**src/rtl/axi4_lite_if.sv**
```systemverilog
// AXI4-Lite signal bundle shared by the register slave and its master.
// Address/data widths are fixed at 32 bits.
interface axi4_lite_if;
   logic [31:0] awaddr;
   logic        awvalid;
   logic        awready;
   logic [31:0] wdata;
   logic [3:0]  wstrb;
   logic        wvalid;
   logic        wready;
   logic        bvalid;
   logic [1:0]  bresp;
   logic        bready;
   logic [31:0] araddr;
   logic        arvalid;
   logic        arready;
   logic        rvalid;
   logic [31:0] rdata;
   logic [1:0]  rresp;
   logic        rready;

   modport master (
      output awaddr, awvalid, wdata, wstrb, wvalid, bready, araddr, arvalid, rready,
      input  awready, wready, bvalid, bresp, arready, rvalid, rdata, rresp
   );

   modport slave (
      input  awaddr, awvalid, wdata, wstrb, wvalid, bready, araddr, arvalid, rready,
      output awready, wready, bvalid, bresp, arready, rvalid, rdata, rresp
   );
endinterface

```
**src/rtl/axi4_lite_reg_slave.sv**
```systemverilog
// AXI4-Lite register window with independent write/read FSMs, byte-strobe
// writes, SLVERR on out-of-window or misaligned accesses, and saturating counters.
//
// state        | meaning
// W_IDLE       | ready for AW and W, either order or together
// W_WAIT_DATA  | address latched, waiting for W
// W_WAIT_ADDR  | data/strobe latched, waiting for AW
// W_RESP       | write committed, bvalid held until bready
// R_IDLE       | ready for AR
// R_DATA       | rdata/rresp held until rready
module axi4_lite_reg_slave #(
   parameter logic [31:0] BASE_ADDR   = 32'h0000_1020,
   parameter int          NUM_REGS    = 4,
   parameter logic [31:0] RESET_VALUE = 32'h0000_0000
) (
   input  logic                     clk,
   input  logic                     rst,
   axi4_lite_if.slave               axi,
   output logic [NUM_REGS*32-1:0]   reg_out,
   output logic [NUM_REGS-1:0]      reg_wr_pulse,
   output logic [15:0]              wr_ok_count,
   output logic [15:0]              rd_ok_count,
   output logic [7:0]               err_count
);

   localparam int          IDX_W    = (NUM_REGS > 1) ? $clog2(NUM_REGS) : 1;
   localparam logic [32:0] END_ADDR = {1'b0, BASE_ADDR} + 33'(4 * NUM_REGS);
   localparam logic [1:0]  RESP_OKAY   = 2'b00;
   localparam logic [1:0]  RESP_SLVERR = 2'b10;

   typedef enum logic [1:0] {W_IDLE, W_WAIT_DATA, W_WAIT_ADDR, W_RESP} w_state_t;
   typedef enum logic {R_IDLE, R_DATA} r_state_t;

   w_state_t                 w_state;
   r_state_t                 r_state;
   logic [NUM_REGS*32-1:0]   regs_q;
   logic [31:0]              aw_addr_q;
   logic [31:0]              w_data_q;
   logic [3:0]               w_strb_q;

   logic                     aw_hs, w_hs, ar_hs;
   logic                     wr_commit, wr_hit, rd_hit;
   logic [31:0]              wr_addr, wr_data, rd_word;
   logic [3:0]               wr_strb;
   logic [IDX_W-1:0]         wr_idx, rd_idx;
   logic [1:0]               err_inc;
   logic [8:0]               err_sum;

   function automatic logic addr_hit(input logic [31:0] a);
      return ({1'b0, a} >= {1'b0, BASE_ADDR}) && ({1'b0, a} < END_ADDR) && (a[1:0] == 2'b00);
   endfunction

   function automatic logic [IDX_W-1:0] addr_idx(input logic [31:0] a);
      return IDX_W'((a - BASE_ADDR) >> 2);
   endfunction

   assign reg_out = regs_q;

   always_comb begin
      aw_hs   = axi.awvalid & axi.awready;
      w_hs    = axi.wvalid & axi.wready;
      ar_hs   = axi.arvalid & axi.arready;
      // Each half of the write comes from the latch if it arrived earlier, else live.
      wr_addr = (w_state == W_WAIT_DATA) ? aw_addr_q : axi.awaddr;
      wr_data = (w_state == W_WAIT_ADDR) ? w_data_q : axi.wdata;
      wr_strb = (w_state == W_WAIT_ADDR) ? w_strb_q : axi.wstrb;
      wr_commit = 1'b0;
      case (w_state)
         W_IDLE:      wr_commit = aw_hs & w_hs;
         W_WAIT_DATA: wr_commit = w_hs;
         W_WAIT_ADDR: wr_commit = aw_hs;
         default:     wr_commit = 1'b0;
      endcase
      wr_hit  = addr_hit(wr_addr);
      wr_idx  = addr_idx(wr_addr);
      rd_hit  = addr_hit(axi.araddr);
      rd_idx  = addr_idx(axi.araddr);
      rd_word = '0;
      for (int i = 0; i < NUM_REGS; i++) begin
         if (rd_idx == IDX_W'(i)) rd_word = regs_q[32*i +: 32];
      end
      err_inc = {1'b0, wr_commit & ~wr_hit} + {1'b0, ar_hs & ~rd_hit};
      err_sum = {1'b0, err_count} + 9'(err_inc);
   end

   always_ff @(posedge clk) begin
      if (rst) begin
         w_state      <= W_IDLE;
         axi.awready  <= 1'b0;
         axi.wready   <= 1'b0;
         axi.bvalid   <= 1'b0;
         axi.bresp    <= 2'b00;
         aw_addr_q    <= '0;
         w_data_q     <= '0;
         w_strb_q     <= '0;
         regs_q       <= {NUM_REGS{RESET_VALUE}};
         reg_wr_pulse <= '0;
         wr_ok_count  <= '0;
      end else begin
         reg_wr_pulse <= '0;
         if (wr_commit) begin
            axi.bresp   <= wr_hit ? RESP_OKAY : RESP_SLVERR;
            axi.bvalid  <= 1'b1;
            axi.awready <= 1'b0;
            axi.wready  <= 1'b0;
            w_state     <= W_RESP;
            if (wr_hit) begin
               for (int i = 0; i < NUM_REGS; i++) begin
                  if (wr_idx == IDX_W'(i)) begin
                     reg_wr_pulse[i] <= 1'b1;
                     for (int k = 0; k < 4; k++) begin
                        if (wr_strb[k]) regs_q[32*i + 8*k +: 8] <= wr_data[8*k +: 8];
                     end
                  end
               end
               if (wr_ok_count != 16'hFFFF) wr_ok_count <= wr_ok_count + 16'd1;
            end
         end else begin
            case (w_state)
               W_IDLE: begin
                  if (aw_hs) begin
                     aw_addr_q   <= axi.awaddr;
                     axi.awready <= 1'b0;
                     axi.wready  <= 1'b1;
                     w_state     <= W_WAIT_DATA;
                  end else if (w_hs) begin
                     w_data_q    <= axi.wdata;
                     w_strb_q    <= axi.wstrb;
                     axi.awready <= 1'b1;
                     axi.wready  <= 1'b0;
                     w_state     <= W_WAIT_ADDR;
                  end else begin
                     axi.awready <= 1'b1;
                     axi.wready  <= 1'b1;
                  end
               end
               W_RESP: begin
                  if (axi.bready) begin
                     axi.bvalid  <= 1'b0;
                     axi.awready <= 1'b1;
                     axi.wready  <= 1'b1;
                     w_state     <= W_IDLE;
                  end
               end
               default: ;
            endcase
         end
      end
   end

   // rd_word comes from regs_q before any same-edge write, so a colliding read sees old data.
   always_ff @(posedge clk) begin
      if (rst) begin
         r_state     <= R_IDLE;
         axi.arready <= 1'b0;
         axi.rvalid  <= 1'b0;
         axi.rdata   <= '0;
         axi.rresp   <= 2'b00;
         rd_ok_count <= '0;
      end else begin
         case (r_state)
            R_IDLE: begin
               if (ar_hs) begin
                  axi.rdata   <= rd_hit ? rd_word : 32'h0;
                  axi.rresp   <= rd_hit ? RESP_OKAY : RESP_SLVERR;
                  axi.rvalid  <= 1'b1;
                  axi.arready <= 1'b0;
                  r_state     <= R_DATA;
                  if (rd_hit && rd_ok_count != 16'hFFFF) rd_ok_count <= rd_ok_count + 16'd1;
               end else begin
                  axi.arready <= 1'b1;
               end
            end
            R_DATA: begin
               if (axi.rready) begin
                  axi.rvalid  <= 1'b0;
                  axi.arready <= 1'b1;
                  r_state     <= R_IDLE;
               end
            end
            default: r_state <= R_IDLE;
         endcase
      end
   end

   always_ff @(posedge clk) begin
      if (rst) err_count <= '0;
      else     err_count <= (err_sum > 9'd255) ? 8'hFF : err_sum[7:0];
   end

endmodule

```
**src/flat_wrapper.sv**
```systemverilog
// flat-port wrapper written by rule: the top's interface ports become plain ports
module axi4_lite_reg_slave_flat 
#(
   parameter logic [31:0] BASE_ADDR   = 32'h0000_1020,
   parameter int          NUM_REGS    = 4,
   parameter logic [31:0] RESET_VALUE = 32'h0000_0000
)
  (clk, rst, reg_out, reg_wr_pulse, wr_ok_count, rd_ok_count, err_count, axi_awaddr, axi_awvalid, axi_wdata, axi_wstrb, axi_wvalid, axi_bready, axi_araddr, axi_arvalid, axi_rready, axi_awready, axi_wready, axi_bvalid, axi_bresp, axi_arready, axi_rvalid, axi_rdata, axi_rresp);
  axi4_lite_if axi_i ();
  input  logic clk;
  input  logic rst;
  output logic [NUM_REGS*32-1:0] reg_out;
  output logic [NUM_REGS-1:0] reg_wr_pulse;
  output logic [15:0] wr_ok_count;
  output logic [15:0] rd_ok_count;
  output logic [7:0] err_count;
  input wire logic [$bits(axi_i.awaddr)-1:0] axi_awaddr;
  input wire logic [$bits(axi_i.awvalid)-1:0] axi_awvalid;
  input wire logic [$bits(axi_i.wdata)-1:0] axi_wdata;
  input wire logic [$bits(axi_i.wstrb)-1:0] axi_wstrb;
  input wire logic [$bits(axi_i.wvalid)-1:0] axi_wvalid;
  input wire logic [$bits(axi_i.bready)-1:0] axi_bready;
  input wire logic [$bits(axi_i.araddr)-1:0] axi_araddr;
  input wire logic [$bits(axi_i.arvalid)-1:0] axi_arvalid;
  input wire logic [$bits(axi_i.rready)-1:0] axi_rready;
  output wire logic [$bits(axi_i.awready)-1:0] axi_awready;
  output wire logic [$bits(axi_i.wready)-1:0] axi_wready;
  output wire logic [$bits(axi_i.bvalid)-1:0] axi_bvalid;
  output wire logic [$bits(axi_i.bresp)-1:0] axi_bresp;
  output wire logic [$bits(axi_i.arready)-1:0] axi_arready;
  output wire logic [$bits(axi_i.rvalid)-1:0] axi_rvalid;
  output wire logic [$bits(axi_i.rdata)-1:0] axi_rdata;
  output wire logic [$bits(axi_i.rresp)-1:0] axi_rresp;
  assign axi_i.awaddr = axi_awaddr;
  assign axi_i.awvalid = axi_awvalid;
  assign axi_i.wdata = axi_wdata;
  assign axi_i.wstrb = axi_wstrb;
  assign axi_i.wvalid = axi_wvalid;
  assign axi_i.bready = axi_bready;
  assign axi_i.araddr = axi_araddr;
  assign axi_i.arvalid = axi_arvalid;
  assign axi_i.rready = axi_rready;
  assign axi_awready = axi_i.awready;
  assign axi_wready = axi_i.wready;
  assign axi_bvalid = axi_i.bvalid;
  assign axi_bresp = axi_i.bresp;
  assign axi_arready = axi_i.arready;
  assign axi_rvalid = axi_i.rvalid;
  assign axi_rdata = axi_i.rdata;
  assign axi_rresp = axi_i.rresp;
  axi4_lite_reg_slave #(.BASE_ADDR(BASE_ADDR), .NUM_REGS(NUM_REGS), .RESET_VALUE(RESET_VALUE)) u_core (.clk(clk), .rst(rst), .axi(axi_i), .reg_out(reg_out), .reg_wr_pulse(reg_wr_pulse), .wr_ok_count(wr_ok_count), .rd_ok_count(rd_ok_count), .err_count(err_count));
endmodule
```
**config.mk**
```make
export PLATFORM = sky130hd
export DESIGN_NAME = axi4_lite_reg_slave_flat
export DESIGN_NICKNAME = d
export VERILOG_FILES = /design/src/rtl/axi4_lite_if.sv /design/src/rtl/axi4_lite_reg_slave.sv /design/src/flat_wrapper.sv
export SDC_FILE = /design/constraint.sdc
export NUM_CORES = 1
export LEC_CHECK = 0
export BUFFER_PORTS_ARGS = -buffer_cell sky130_fd_sc_hd__clkbuf_2
export CORE_AREA = 2 2 134 189
export CTS_CLUSTER_SIZE = 28
export DETAILED_ROUTE_END_ITERATION = 8
export DIE_AREA = 0 0 136 191
export GPL_TIMING_DRIVEN = 0
export PLACE_DENSITY = 0.76
export RECOVER_POWER = 100
export SYNTH_ARGS = -nofsm -noshare
export SYNTH_HDL_FRONTEND = slang
export SYNTH_SLANG_ARGS = --single-unit
```
**constraint.sdc**
```tcl
create_clock -name clk -period 5.4 [get_ports clk]
set_input_delay 1.62 -clock clk [delete_from_list [all_inputs] [get_ports clk]]
set_output_delay 1.62 -clock clk [all_outputs]
set_load 0.01 [all_outputs]
```
==> results.json <==
{
  "outcome": "finished clean",
  "fin_setup_tns_ns": 0,
  "cts-root-buf": "clkbuf_16",
  "async_reset_ff_frac": 0,
  "power.density_nw_per_um2": 344,
  "vias_per_cell": 5.89,
  "insertedDiodeCount": 0,
  "synth_ff_type": "dfxtp_1",
  "worst_ep_required_time_ns": 5.81,
  "grt_usage": 0.297,
  "drive_above_1_share": 0.127,
  "layout_min_cycle_time_ns": 4.20,
  "syn-instance-count": 1262,
  "slew_violations": 0,
  "numCtsBuffers": 28,
  "worstSetupStartpointType": "input pin",
  "nets": 1724,
  "core_area_um2": 24300,
  "worstReg2RegStart": "u_core.w_state[1]",
  "fmax_mhz": 238,
  "r2r_cells": 11,
  "ys_seq_elements": 282,
  "r2r_end": "u_core.reg_out[66]",
  "vdd.ir_drop.worst_v": 0.000247,
  "grt_pass1_wl_um": 59800,
  "num_io_pins": 320,
  "crit_arrival_ns": 4.61,
  "hold_violations": 0,
  "cp-end-kind": "register",
  "syn2layout_area_growth_pct": 21.5,
  "wirelength_um": 40400,
  "grt-ovfl-total": 0,
  "grt_pass1_vias": 10900,
  "avgRoutedWirePerCell_um": 20.8,
  "die-area_um2": 26000,
  "vias": 11500,
  "synth_cell_types": 53,
  "synth.largest_area_cell": "dfxtp_1",
  "r2r_setup_slack_ns": 1.80,
  "cp_max_fo": 10,
  "final_cell_mix": "290 x clkbuf_1, 282 x dfxtp_1, 133 x inv_1",
  "whs_path_depth": 2,
  "cts_tree": "done",
  "dp_slack_ns": 0.933,
  "numClockSinks": 282,
  "worst_slack_ns": 1.20,
  "clk_path_buf_depth": 3,
  "antenna_found_initial": 2,
  "rsz0062_at_grt": "no",
  "initial_core_util": 0.492,
  "critical_path_class": "in2reg",
  "holdBufCountCts": 0,
  "synth_top_area_frac": 0.472,
  "dp_hpwl_um": 29800,
  "holdPathEnd": "u_core.w_data_q[20]",
  "relSlewSlack": 0.104,
  "grt_max_degree": 15,
  "final_common_cell": "clkbuf_1",
  "tightest_slew_ns": 1.33,
  "synth_area_um2": 12000,
  "hold_start": "u_core.w_data_q[20]",
  "drv_cap": 0,
  "htreeDepth": 1,
  "routabilityCongestion": 0.888,
  "skew_ns": 0.00776,
  "synth_edf_count": 0,
  "worstHoldPathType": "reg2reg",
  "die_x_um": 136,
  "yosys-top-cells-area": "dfxtp_1 47%, a221oi_1 9.4%, mux4_2 6.0%, inv_1 4.2%, mux2i_1 3.2%",
  "die_y_um": 191,
  "post_cts_buffers": 0,
  "syn_avg_cell_area_um2": 9.48,
  "post-route-period-util": 0.777,
  "portBuffers": 316,
  "drc": 0,
  "ant_nets": 0,
  "drt_iter0_drc": 788,
  "cts.repair.resized": 0,
  "first_pass_iters": 5,
  "setup_violations": 0,
  "holdWs_ns": 0.455,
  "power_leakage_nw": 5.02,
  "clock_insertion_delay_worst_skew_ns": 0.54,
  "clk_pin_slew_ns": 0.06,
  "yosysSeqAreaShare": 0.472,
  "rows": 68,
  "yosys_warnings": 0
}
per-layer routing:
metal	GRT usage	routed length (µm)	vias to the layer above
met5	0	27	-
met2	0.520	20000	558
met3	0.0528	3260	139
met4	0.163	2300	4
li1	-	-	5262
met1	0.339	14800	5488
layout make-up:
class	count	area, µm²
Clock buffer	40	827
Fill cell	2254	9790
Clock inverter	10	109
Timing Repair Buffer	316	1310
Buffer	89	367
Tap cell	315	394
Sequential cell	282	5650
Multi-Input combinational cell	759	5390
Inverter	133	499
registers in the layout (all words and copies together) (netlist names):
signal and flops:
u_core.reg_out 128, u_core.aw_addr_q 32, u_core.axi.rdata 32, u_core.w_data_q 32, u_core.rd_ok_count 16, u_core.wr_ok_count 16
u_core.err_count 8, u_core.reg_wr_pulse 4, u_core.w_strb_q 4, u_core.w_state 2, u_core.axi.arready 1, u_core.axi.awready 1
u_core.axi.bresp 1, u_core.axi.bvalid 1, u_core.axi.rresp 1, u_core.axi.rvalid 1, u_core.axi.wready 1, u_core.r_state 1
cell usage after synthesis, types with 11 or more instances:
master    instances
nand3_1          17
nand2_1         101
nor2b_1          37
a21oi_1          62
buf_2            18
inv_1           133
mux4_2           32
clkbuf_1         59
nand2_2          13
mux2i_1          38
o21ai_0          13
nor4_1           11
nor2_1           99
dfxtp_1         282
nand4_1          17
xor2_1           16
a221oi_1        128
a211oi_1         34
a22oi_1          33
and3_1           15
nor3_1           12
kinds of logic after synthesis:
group / count (synthesis) / synth area share
buffers and inverters: 222 / 0.0750
flip-flops: 282 / 0.472
AO/OA/AOI/OAI: 285 / 0.178
multiplexers: 76 / 0.0976
XOR/XNOR: 19 / 0.0139
other: 1 / 0.000313
adder cells (fa/ha/maj): 8 / 0.00899
AND/OR/NAND/NOR: 369 / 0.154
how the worst max path moves through the flow:
stage	end	startpoint	depth (start not counted)
final	u_core.rd_ok_count[14]	axi_arvalid	9
after global placement	u_core.err_count[4]	axi_awaddr[16]	11
after detailed placement	u_core.err_count[4]	axi_awaddr[16]	11
after global routing	u_core.rd_ok_count[9]	axi_arvalid	9
after floorplan	u_core.err_count[4]	axi_awaddr[22]	10
after CTS	u_core.err_count[4]	axi_awaddr[16]	11
through the flow:
step / cells / utilization / area (µm²) / power [W]
after global placement: 1894 / 0.573 / 13900 / 0.00304
after detailed placement: 1894 / 0.573 / 13900 / 0.00306
after global routing: 1944 / 0.598 / 14500 / 0.00517
after CTS: 1944 / 0.612 / 14900 / 0.00501
final: 1944 / 0.598 / 14500 / 0.00500
after floorplan: 1263 / - / 12000 / 0.00279
worst max-delay path: stages:
cell and delay, ns:
buf_1 0.10, nand2_1 0.11, or2_2 0.29, clkbuf_1 0.33
nor3_1 1.12, clkbuf_1 0.61, nand4_1 0.19, xor2_1 0.18
nor2_1 0.05
where the power goes:
group          leakage [nW]  switching, W  total, W  internal [W]
clock                 0.459      0.000820   0.00198       0.00116
sequential             2.28     0.0000575   0.00223       0.00217
combinational          2.29      0.000537  0.000798      0.000261
total                  5.02       0.00141   0.00500       0.00359
Note: power is estimated with default switching activity, not from simulation.
